$ cat config.mk
export PLATFORM = sky130hd
export DESIGN_NAME = axi_lite_master_flat
export DESIGN_NICKNAME = d
export VERILOG_FILES = /design/src/rtl/axi_lite_pkg.sv /design/src/rtl/axi_lite_if.sv /design/src/rtl/axi_lite_master.sv /design/src/flat_wrapper.sv
export SDC_FILE = /design/constraint.sdc
export NUM_CORES = 1
export LEC_CHECK = 0
export BUFFER_PORTS_ARGS = -buffer_cell sky130_fd_sc_hd__buf_2
export CORE_AREA = 2 2 101 103
export CTS_CLUSTER_SIZE = 8
export DETAILED_ROUTE_END_ITERATION = 10
export DIE_AREA = 0 0 103 105
export HOLD_SLACK_MARGIN = 0.15
export PLACE_DENSITY = 0.82
export SYNTH_ARGS = -nofsm -noshare
export SYNTH_HDL_FRONTEND = slang
export SYNTH_SLANG_ARGS = --single-unit
$ cat constraint.sdc
create_clock -name aclk -period 5.4 [get_ports aclk]
set_clock_uncertainty 0.2 [all_clocks]
set_input_delay 0.81 -clock aclk [delete_from_list [all_inputs] [get_ports aclk]]
set_output_delay 0.81 -clock aclk [all_outputs]
set_load 0.03 [all_outputs]
$ cat src/rtl/axi_lite_pkg.sv
// Shared AXI4-Lite types for the command bridge and its bus interface.
// Widths, response codes, command bundle and master FSM encoding.
package axi_lite_pkg;

    localparam int unsigned ADDR_W = 8;
    localparam int unsigned DATA_W = 32;
    localparam int unsigned STRB_W = DATA_W / 8;
    localparam int unsigned BUFFER_SIZE = 16;

    typedef logic [ADDR_W-1:0] addr_t;
    typedef logic [DATA_W-1:0] data_t;
    typedef logic [STRB_W-1:0] strb_t;
    typedef logic [1:0]        resp_t;

    localparam resp_t RESP_OKAY   = 2'b00;
    localparam resp_t RESP_SLVERR = 2'b10;

    typedef struct packed {
        logic  write;
        data_t wdata;
    } cmd_t;

    typedef enum logic [2:0] {
        ST_IDLE = 3'd0,
        ST_AR   = 3'd1,
        ST_R    = 3'd2,
        ST_AW   = 3'd3,
        ST_W    = 3'd4,
        ST_B    = 3'd5,
        ST_RSP  = 3'd6
    } master_state_t;

endpackage

$ cat src/rtl/axi_lite_if.sv
// AXI4-Lite bus bundle with master and slave views.
// Carries the five channels between the bridge and the slave.
interface axi_lite_if;
    import axi_lite_pkg::*;

    logic  awvalid;
    logic  awready;
    addr_t awaddr;
    logic  wvalid;
    logic  wready;
    data_t wdata;
    strb_t wstrb;
    logic  bvalid;
    logic  bready;
    resp_t bresp;
    logic  arvalid;
    logic  arready;
    addr_t araddr;
    logic  rvalid;
    logic  rready;
    data_t rdata;
    resp_t rresp;

    modport master (
        output awvalid, awaddr,
        output wvalid, wdata, wstrb,
        output bready,
        output arvalid, araddr,
        output rready,
        input  awready, wready,
        input  bvalid, bresp,
        input  arready,
        input  rvalid, rdata, rresp
    );

    modport slave (
        input  awvalid, awaddr,
        input  wvalid, wdata, wstrb,
        input  bready,
        input  arvalid, araddr,
        input  rready,
        output awready, wready,
        output bvalid, bresp,
        output arready,
        output rvalid, rdata, rresp
    );

endinterface

$ cat src/rtl/axi_lite_master.sv
// Command-to-AXI4-Lite bridge: one command in flight, one held response out.
// Every bus and response output is a flop; nothing is combinational from inputs.
module axi_lite_master
    import axi_lite_pkg::*;
#(
    parameter int unsigned ADDR_LIMIT = BUFFER_SIZE
) (
    input  logic  aclk,
    input  logic  areset_n,
    input  logic  cmd_valid,
    output logic  cmd_ready,
    input  logic  cmd_write,
    input  addr_t cmd_addr,
    input  data_t cmd_wdata,
    output logic  rsp_valid,
    input  logic  rsp_ready,
    output logic  rsp_write,
    output data_t rsp_rdata,
    output resp_t rsp_resp,
    axi_lite_if.master m_axi_lite
);

    master_state_t state;
    cmd_t          cmd_q;

    // Sequencer: accepts a command, walks its AXI handshakes, holds the response.
    always_ff @(posedge aclk or negedge areset_n) begin
        if (!areset_n) begin
            state                <= ST_IDLE;
            cmd_q                <= '0;
            cmd_ready            <= 1'b0;
            rsp_valid            <= 1'b0;
            rsp_write            <= 1'b0;
            rsp_rdata            <= '0;
            rsp_resp             <= RESP_OKAY;
            m_axi_lite.arvalid   <= 1'b0;
            m_axi_lite.araddr    <= '0;
            m_axi_lite.rready    <= 1'b0;
            m_axi_lite.awvalid   <= 1'b0;
            m_axi_lite.awaddr    <= '0;
            m_axi_lite.wvalid    <= 1'b0;
            m_axi_lite.wdata     <= '0;
            m_axi_lite.wstrb     <= '0;
            m_axi_lite.bready    <= 1'b0;
        end else begin
            unique case (state)
                ST_IDLE: begin
                    cmd_ready <= 1'b1;
                    if (cmd_valid && cmd_ready) begin
                        cmd_ready <= 1'b0;
                        cmd_q     <= '{write: cmd_write, wdata: cmd_wdata};
                        if (32'(cmd_addr) >= ADDR_LIMIT) begin
                            state     <= ST_RSP;
                            rsp_valid <= 1'b1;
                            rsp_write <= cmd_write;
                            rsp_rdata <= '0;
                            rsp_resp  <= RESP_SLVERR;
                        end else if (cmd_write) begin
                            state              <= ST_AW;
                            m_axi_lite.awvalid <= 1'b1;
                            m_axi_lite.awaddr  <= cmd_addr;
                        end else begin
                            state              <= ST_AR;
                            m_axi_lite.arvalid <= 1'b1;
                            m_axi_lite.araddr  <= cmd_addr;
                        end
                    end
                end
                ST_AR: begin
                    if (m_axi_lite.arready) begin
                        state              <= ST_R;
                        m_axi_lite.arvalid <= 1'b0;
                        m_axi_lite.araddr  <= '0;
                        m_axi_lite.rready  <= 1'b1;
                    end
                end
                ST_R: begin
                    if (m_axi_lite.rvalid) begin
                        state             <= ST_RSP;
                        m_axi_lite.rready <= 1'b0;
                        rsp_valid         <= 1'b1;
                        rsp_write         <= cmd_q.write;
                        rsp_rdata         <= m_axi_lite.rdata;
                        rsp_resp          <= m_axi_lite.rresp;
                    end
                end
                ST_AW: begin
                    if (m_axi_lite.awready) begin
                        state              <= ST_W;
                        m_axi_lite.awvalid <= 1'b0;
                        m_axi_lite.awaddr  <= '0;
                        m_axi_lite.wvalid  <= 1'b1;
                        m_axi_lite.wdata   <= cmd_q.wdata;
                        m_axi_lite.wstrb   <= '1;
                    end
                end
                ST_W: begin
                    if (m_axi_lite.wready) begin
                        state             <= ST_B;
                        m_axi_lite.wvalid <= 1'b0;
                        m_axi_lite.wdata  <= '0;
                        m_axi_lite.wstrb  <= '0;
                        m_axi_lite.bready <= 1'b1;
                    end
                end
                ST_B: begin
                    if (m_axi_lite.bvalid) begin
                        state             <= ST_RSP;
                        m_axi_lite.bready <= 1'b0;
                        rsp_valid         <= 1'b1;
                        rsp_write         <= cmd_q.write;
                        rsp_rdata         <= '0;
                        rsp_resp          <= m_axi_lite.bresp;
                    end
                end
                ST_RSP: begin
                    if (rsp_ready) begin
                        state     <= ST_IDLE;
                        rsp_valid <= 1'b0;
                        cmd_ready <= 1'b1;
                    end
                end
                default: begin
                    state <= ST_IDLE;
                end
            endcase
        end
    end

endmodule

$ cat src/flat_wrapper.sv
// flat-port wrapper written by rule: the top's interface ports become plain ports
module axi_lite_master_flat import axi_lite_pkg::*;
#(
    parameter int unsigned ADDR_LIMIT = BUFFER_SIZE
)
  (aclk, areset_n, cmd_valid, cmd_ready, cmd_write, cmd_addr, cmd_wdata, rsp_valid, rsp_ready, rsp_write, rsp_rdata, rsp_resp, m_axi_lite_awvalid, m_axi_lite_awaddr, m_axi_lite_wvalid, m_axi_lite_wdata, m_axi_lite_wstrb, m_axi_lite_bready, m_axi_lite_arvalid, m_axi_lite_araddr, m_axi_lite_rready, m_axi_lite_awready, m_axi_lite_wready, m_axi_lite_bvalid, m_axi_lite_bresp, m_axi_lite_arready, m_axi_lite_rvalid, m_axi_lite_rdata, m_axi_lite_rresp);
  axi_lite_if m_axi_lite_i ();
  input  logic aclk;
  input  logic areset_n;
  input  logic cmd_valid;
  output logic cmd_ready;
  input  logic cmd_write;
  input  addr_t cmd_addr;
  input  data_t cmd_wdata;
  output logic rsp_valid;
  input  logic rsp_ready;
  output logic rsp_write;
  output data_t rsp_rdata;
  output resp_t rsp_resp;
  output wire logic [$bits(m_axi_lite_i.awvalid)-1:0] m_axi_lite_awvalid;
  output wire logic [$bits(m_axi_lite_i.awaddr)-1:0] m_axi_lite_awaddr;
  output wire logic [$bits(m_axi_lite_i.wvalid)-1:0] m_axi_lite_wvalid;
  output wire logic [$bits(m_axi_lite_i.wdata)-1:0] m_axi_lite_wdata;
  output wire logic [$bits(m_axi_lite_i.wstrb)-1:0] m_axi_lite_wstrb;
  output wire logic [$bits(m_axi_lite_i.bready)-1:0] m_axi_lite_bready;
  output wire logic [$bits(m_axi_lite_i.arvalid)-1:0] m_axi_lite_arvalid;
  output wire logic [$bits(m_axi_lite_i.araddr)-1:0] m_axi_lite_araddr;
  output wire logic [$bits(m_axi_lite_i.rready)-1:0] m_axi_lite_rready;
  input wire logic [$bits(m_axi_lite_i.awready)-1:0] m_axi_lite_awready;
  input wire logic [$bits(m_axi_lite_i.wready)-1:0] m_axi_lite_wready;
  input wire logic [$bits(m_axi_lite_i.bvalid)-1:0] m_axi_lite_bvalid;
  input wire logic [$bits(m_axi_lite_i.bresp)-1:0] m_axi_lite_bresp;
  input wire logic [$bits(m_axi_lite_i.arready)-1:0] m_axi_lite_arready;
  input wire logic [$bits(m_axi_lite_i.rvalid)-1:0] m_axi_lite_rvalid;
  input wire logic [$bits(m_axi_lite_i.rdata)-1:0] m_axi_lite_rdata;
  input wire logic [$bits(m_axi_lite_i.rresp)-1:0] m_axi_lite_rresp;
  assign m_axi_lite_awvalid = m_axi_lite_i.awvalid;
  assign m_axi_lite_awaddr = m_axi_lite_i.awaddr;
  assign m_axi_lite_wvalid = m_axi_lite_i.wvalid;
  assign m_axi_lite_wdata = m_axi_lite_i.wdata;
  assign m_axi_lite_wstrb = m_axi_lite_i.wstrb;
  assign m_axi_lite_bready = m_axi_lite_i.bready;
  assign m_axi_lite_arvalid = m_axi_lite_i.arvalid;
  assign m_axi_lite_araddr = m_axi_lite_i.araddr;
  assign m_axi_lite_rready = m_axi_lite_i.rready;
  assign m_axi_lite_i.awready = m_axi_lite_awready;
  assign m_axi_lite_i.wready = m_axi_lite_wready;
  assign m_axi_lite_i.bvalid = m_axi_lite_bvalid;
  assign m_axi_lite_i.bresp = m_axi_lite_bresp;
  assign m_axi_lite_i.arready = m_axi_lite_arready;
  assign m_axi_lite_i.rvalid = m_axi_lite_rvalid;
  assign m_axi_lite_i.rdata = m_axi_lite_rdata;
  assign m_axi_lite_i.rresp = m_axi_lite_rresp;
  axi_lite_master #(.ADDR_LIMIT(ADDR_LIMIT)) u_core (.aclk(aclk), .areset_n(areset_n), .cmd_valid(cmd_valid), .cmd_ready(cmd_ready), .cmd_write(cmd_write), .cmd_addr(cmd_addr), .cmd_wdata(cmd_wdata), .rsp_valid(rsp_valid), .rsp_ready(rsp_ready), .rsp_write(rsp_write), .rsp_rdata(rsp_rdata), .rsp_resp(rsp_resp), .m_axi_lite(m_axi_lite_i));
endmodule
==> flow_metrics.tcl <==
set metrics [dict create \
    fill_cells 699 \
    die_x_um 103 \
    worstRegToRegCells 6 \
    vdd_drop_max_mv 0.2570 \
    dieArea_mm2 0.01082 \
    drtIter0Drc 240 \
    layout_common_cells "buf_2, dfrtp_1, nand2_1, inv_1" \
    clockBufferDepth 2 \
    cp_common_cell "buf_4" \
    reg2reg_from "u_core.state[0]" \
    power_leakage_nw 3.596 \
    max_freq_mhz 341.5 \
    netlist_instances 416 \
    finalSetupViolations 0 \
    drv_slew 0 \
    area_growth_pct 30.21 \
    cts_resized 0 \
    grt_max_degree 84 \
    worst_path_max_delay_cell "dfrtp_1" \
    crit_path_end_kind "flip-flop" \
    rows 36 \
    syn_area_mm2 0.005181 \
    hold_buffers 0 \
    clock_latency_ns 0.51 \
    power_density_mw_per_mm2 619.8 \
    postCtsSetupBuffers 0 \
    cts_root_buf "clkbuf_8" \
    final.min_clock_period_ns 2.928 \
    comb_power_share_pct 36.8 \
    min_path_type "primary input to async pin" \
    avgViaCountPerCell 5.230 \
    ant_nets 0 \
    crit_path_start_kind "flip-flop" \
    clock_power_share_pct 26.7 \
    hold_violations 0 \
    hold_ws_ns 0.2805 \
    power_frac_seq_pct 36.4 \
    cp-startpoint "u_core.state[0]" \
    ys_dominant_reg_cell "dfrtp_1" \
    path_cells "nand3b_1 -> nor3_4 -> buf_4 -> a21oi_4 -> buf_4 -> mux2_1" \
    multiInputGateArea_mm2 0.001742 \
    cts_tree "yes" \
    fin_crit_sh_pct 54.22 \
    p_int_mw 2.560 \
    antenna_found_initial 0 \
    vias 3865 \
    rr_endpoint "u_core.rsp_resp[1]" \
    fin_tns_setup_ns 0 \
    die_h_um 105 \
    seq_area_mm2 0.003153 \
    initial_utilization_pct 53.75 \
    hpwl_mm 8.137 \
    worst_slew_pin_slew_ns 0.9986 \
    wl_per_cell_um 16.33 \
    grt_use_total_pct 22.86 \
    ys_seq_area_share_pct 60.85 \
    yosys_warnings 0 \
    outcome "complete, no violations" \
    cp-endpoint "u_core.rsp_resp[1]" \
    crit_fanout 36 \
    switching_share_pct 38.77 \
    final_nets 680 \
    syn_avg_cell_area_um2 12.45 \
    ios 180 \
    criticalPathCategory "flip-flop to flip-flop" \
    drive_above_1_share_pct 36.96 \
    cts_sinks 126 \
    numCtsBuffers 17 \
    grt_pass1_vias 4014 \
    grt_pass1_wl_mm 19.09 \
    relSlewSlack_pct 33.42 \
    firstDrtPassIters 4 \
    synth_edf_count 0 \
    p_sw_mw 1.621 \
    final_common_cell "buf_2" \
    clk_pin_slew_worst_paths_ns 0.06 \
    rsz0062_at_grt "no" \
    port_buffers 179 \
    yosys.cell_types.count 44 \
    drt_wl_total_mm 12.07 \
    place_congestion 0.8221 \
    worstPathArrival_ns 3.11 \
    maxCapViolCount 0 \
    r2r_slack_ns 2.47 \
    diodes 0 \
    async_reset_ff_share_pct 100.0 \
    worst_ep_required_time_ns 5.58 \
    htreeDepth 4 \
    overflow 0 \
    synth_fp_nets 503 \
    core_area_mm2 0.009639 \
    drc 0 \
    slowest_delay_ns 0.87 \
    ys_ff_latch 126 \
]
metal layers:
metal | track usage (%) | part of all wire [%] | vias to the layer above
li1 | - | - | 1789
met1 | 27.97 | 40 | 1912
met2 | 36.46 | 51 | 145
met3 | 8.361 | 6.9 | 19
met4 | 9.117 | 1.8 | 0
met5 | 0 | 0 | -
cell type report:
cell class | count | area share, %
Clock buffer | 24 | 7.270
Clock inverter | 8 | 1.558
Inverter | 39 | 2.170
Multi-Input combinational cell | 224 | 25.82
Sequential cell | 126 | 46.74
Tap cell | 133 | 2.467
Timing Repair Buffer | 185 | 13.98
power groups by stage:
stage                     clock [mW]  combinational [mW]  sequential (mW)
final                           1.12                1.54             1.52
after global routing            1.18                1.66             1.56
after CTS                       1.14                1.56             1.52
after detailed placement           0                1.55             1.53
after global placement             0                1.49             1.51
after floorplan                    0               0.757             1.88
through the flow:
step / utilization (%) / instance area, µm² / power, mW / cells / setup WS, ns
after floorplan: - / 5181 / 2.640 / 416 / 3.052
after global routing: 69.99 / 6746 / 4.404 / 739 / 2.328
after CTS: 69.99 / 6746 / 4.213 / 739 / 2.473
after detailed placement: 63.81 / 6151 / 3.077 / 707 / 2.448
final: 69.99 / 6746 / 4.182 / 739 / 2.472
after global placement: 63.81 / 6151 / 3.005 / 707 / 2.473
worst min path at each step:
stage	startpoint	end	slack (ns)
final	areset_n	u_core.cmd_q[14]	0.28
after detailed placement	u_core.m_axi_lite.araddr[7]	u_core.m_axi_lite.araddr[7]	0.27
after floorplan	u_core.cmd_q[32]	u_core.cmd_q[32]	0.25
after global placement	u_core.cmd_q[32]	u_core.cmd_q[32]	0.26
after global routing	cmd_wdata[11]	u_core.cmd_q[11]	0.29
after CTS	u_core.m_axi_lite.araddr[7]	u_core.m_axi_lite.araddr[7]	0.28
cell families (layout without fill, tap and decap cells):
group | Yosys count | after routing | synth area share [%]
flip-flops | 126 | 126 | 60.85
AND/OR/NAND/NOR | 81 | 81 | 7.849
AO/OA/AOI/OAI | 72 | 72 | 10.77
multiplexers | 70 | 70 | 14.42
buffers and inverters | 66 | 256 | 5.868
adder cells (fa/ha/maj) | 1 | 1 | 0.2414
sequential cells by signal, summed over array words and instances, names as in the netlist:
signal	cells
u_core.m_axi_lite.bready	1
u_core.m_axi_lite.arvalid	1
u_core.m_axi_lite.awaddr	8
u_core.state	3
u_core.rsp_write	1
u_core.m_axi_lite.wdata	32
u_core.rsp_valid	1
u_core.m_axi_lite.rready	1
u_core.m_axi_lite.awvalid	1
u_core.m_axi_lite.araddr	8
u_core.rsp_rdata	32
u_core.m_axi_lite.wstrb	1
u_core.rsp_resp	2
u_core.cmd_ready	1
u_core.cmd_q	33
Yosys cell counts, drive strengths merged (2+ instances only):
cell type | instances | area, µm²
buf | 17 | 120.1
nor3b | 2 | 20.02
a31oi | 3 | 25.02
a22o | 32 | 280.3
o21ai | 10 | 50.04
nor3 | 3 | 26.28
o2bb2ai | 4 | 35.03
a32oi | 2 | 17.52
o211ai | 2 | 15.01
a22oi | 4 | 30.03
dfrtp | 126 | 3153
mux2i | 33 | 330.3
nor2b | 2 | 12.51
nand2 | 46 | 172.7
inv | 39 | 146.4
a211oi | 2 | 15.01
nand3 | 2 | 10.01
and2 | 9 | 56.30
mux2 | 37 | 416.7
nor2 | 8 | 30.03
clkbuf | 10 | 37.54
a21oi | 6 | 30.03
nand3b | 2 | 15.01
a32o | 2 | 20.02
critical path, delay by kind of cell (launching register included):
family | cells | cell delay (ns)
and+or+nand+nor | 2 | 0.36
DFF | 1 | 0.87
AOI/OAI and AO/OA | 1 | 0.17
buffers and inverters | 2 | 0.81
muxes | 1 | 0.38
(Power assumes the default switching activity.)
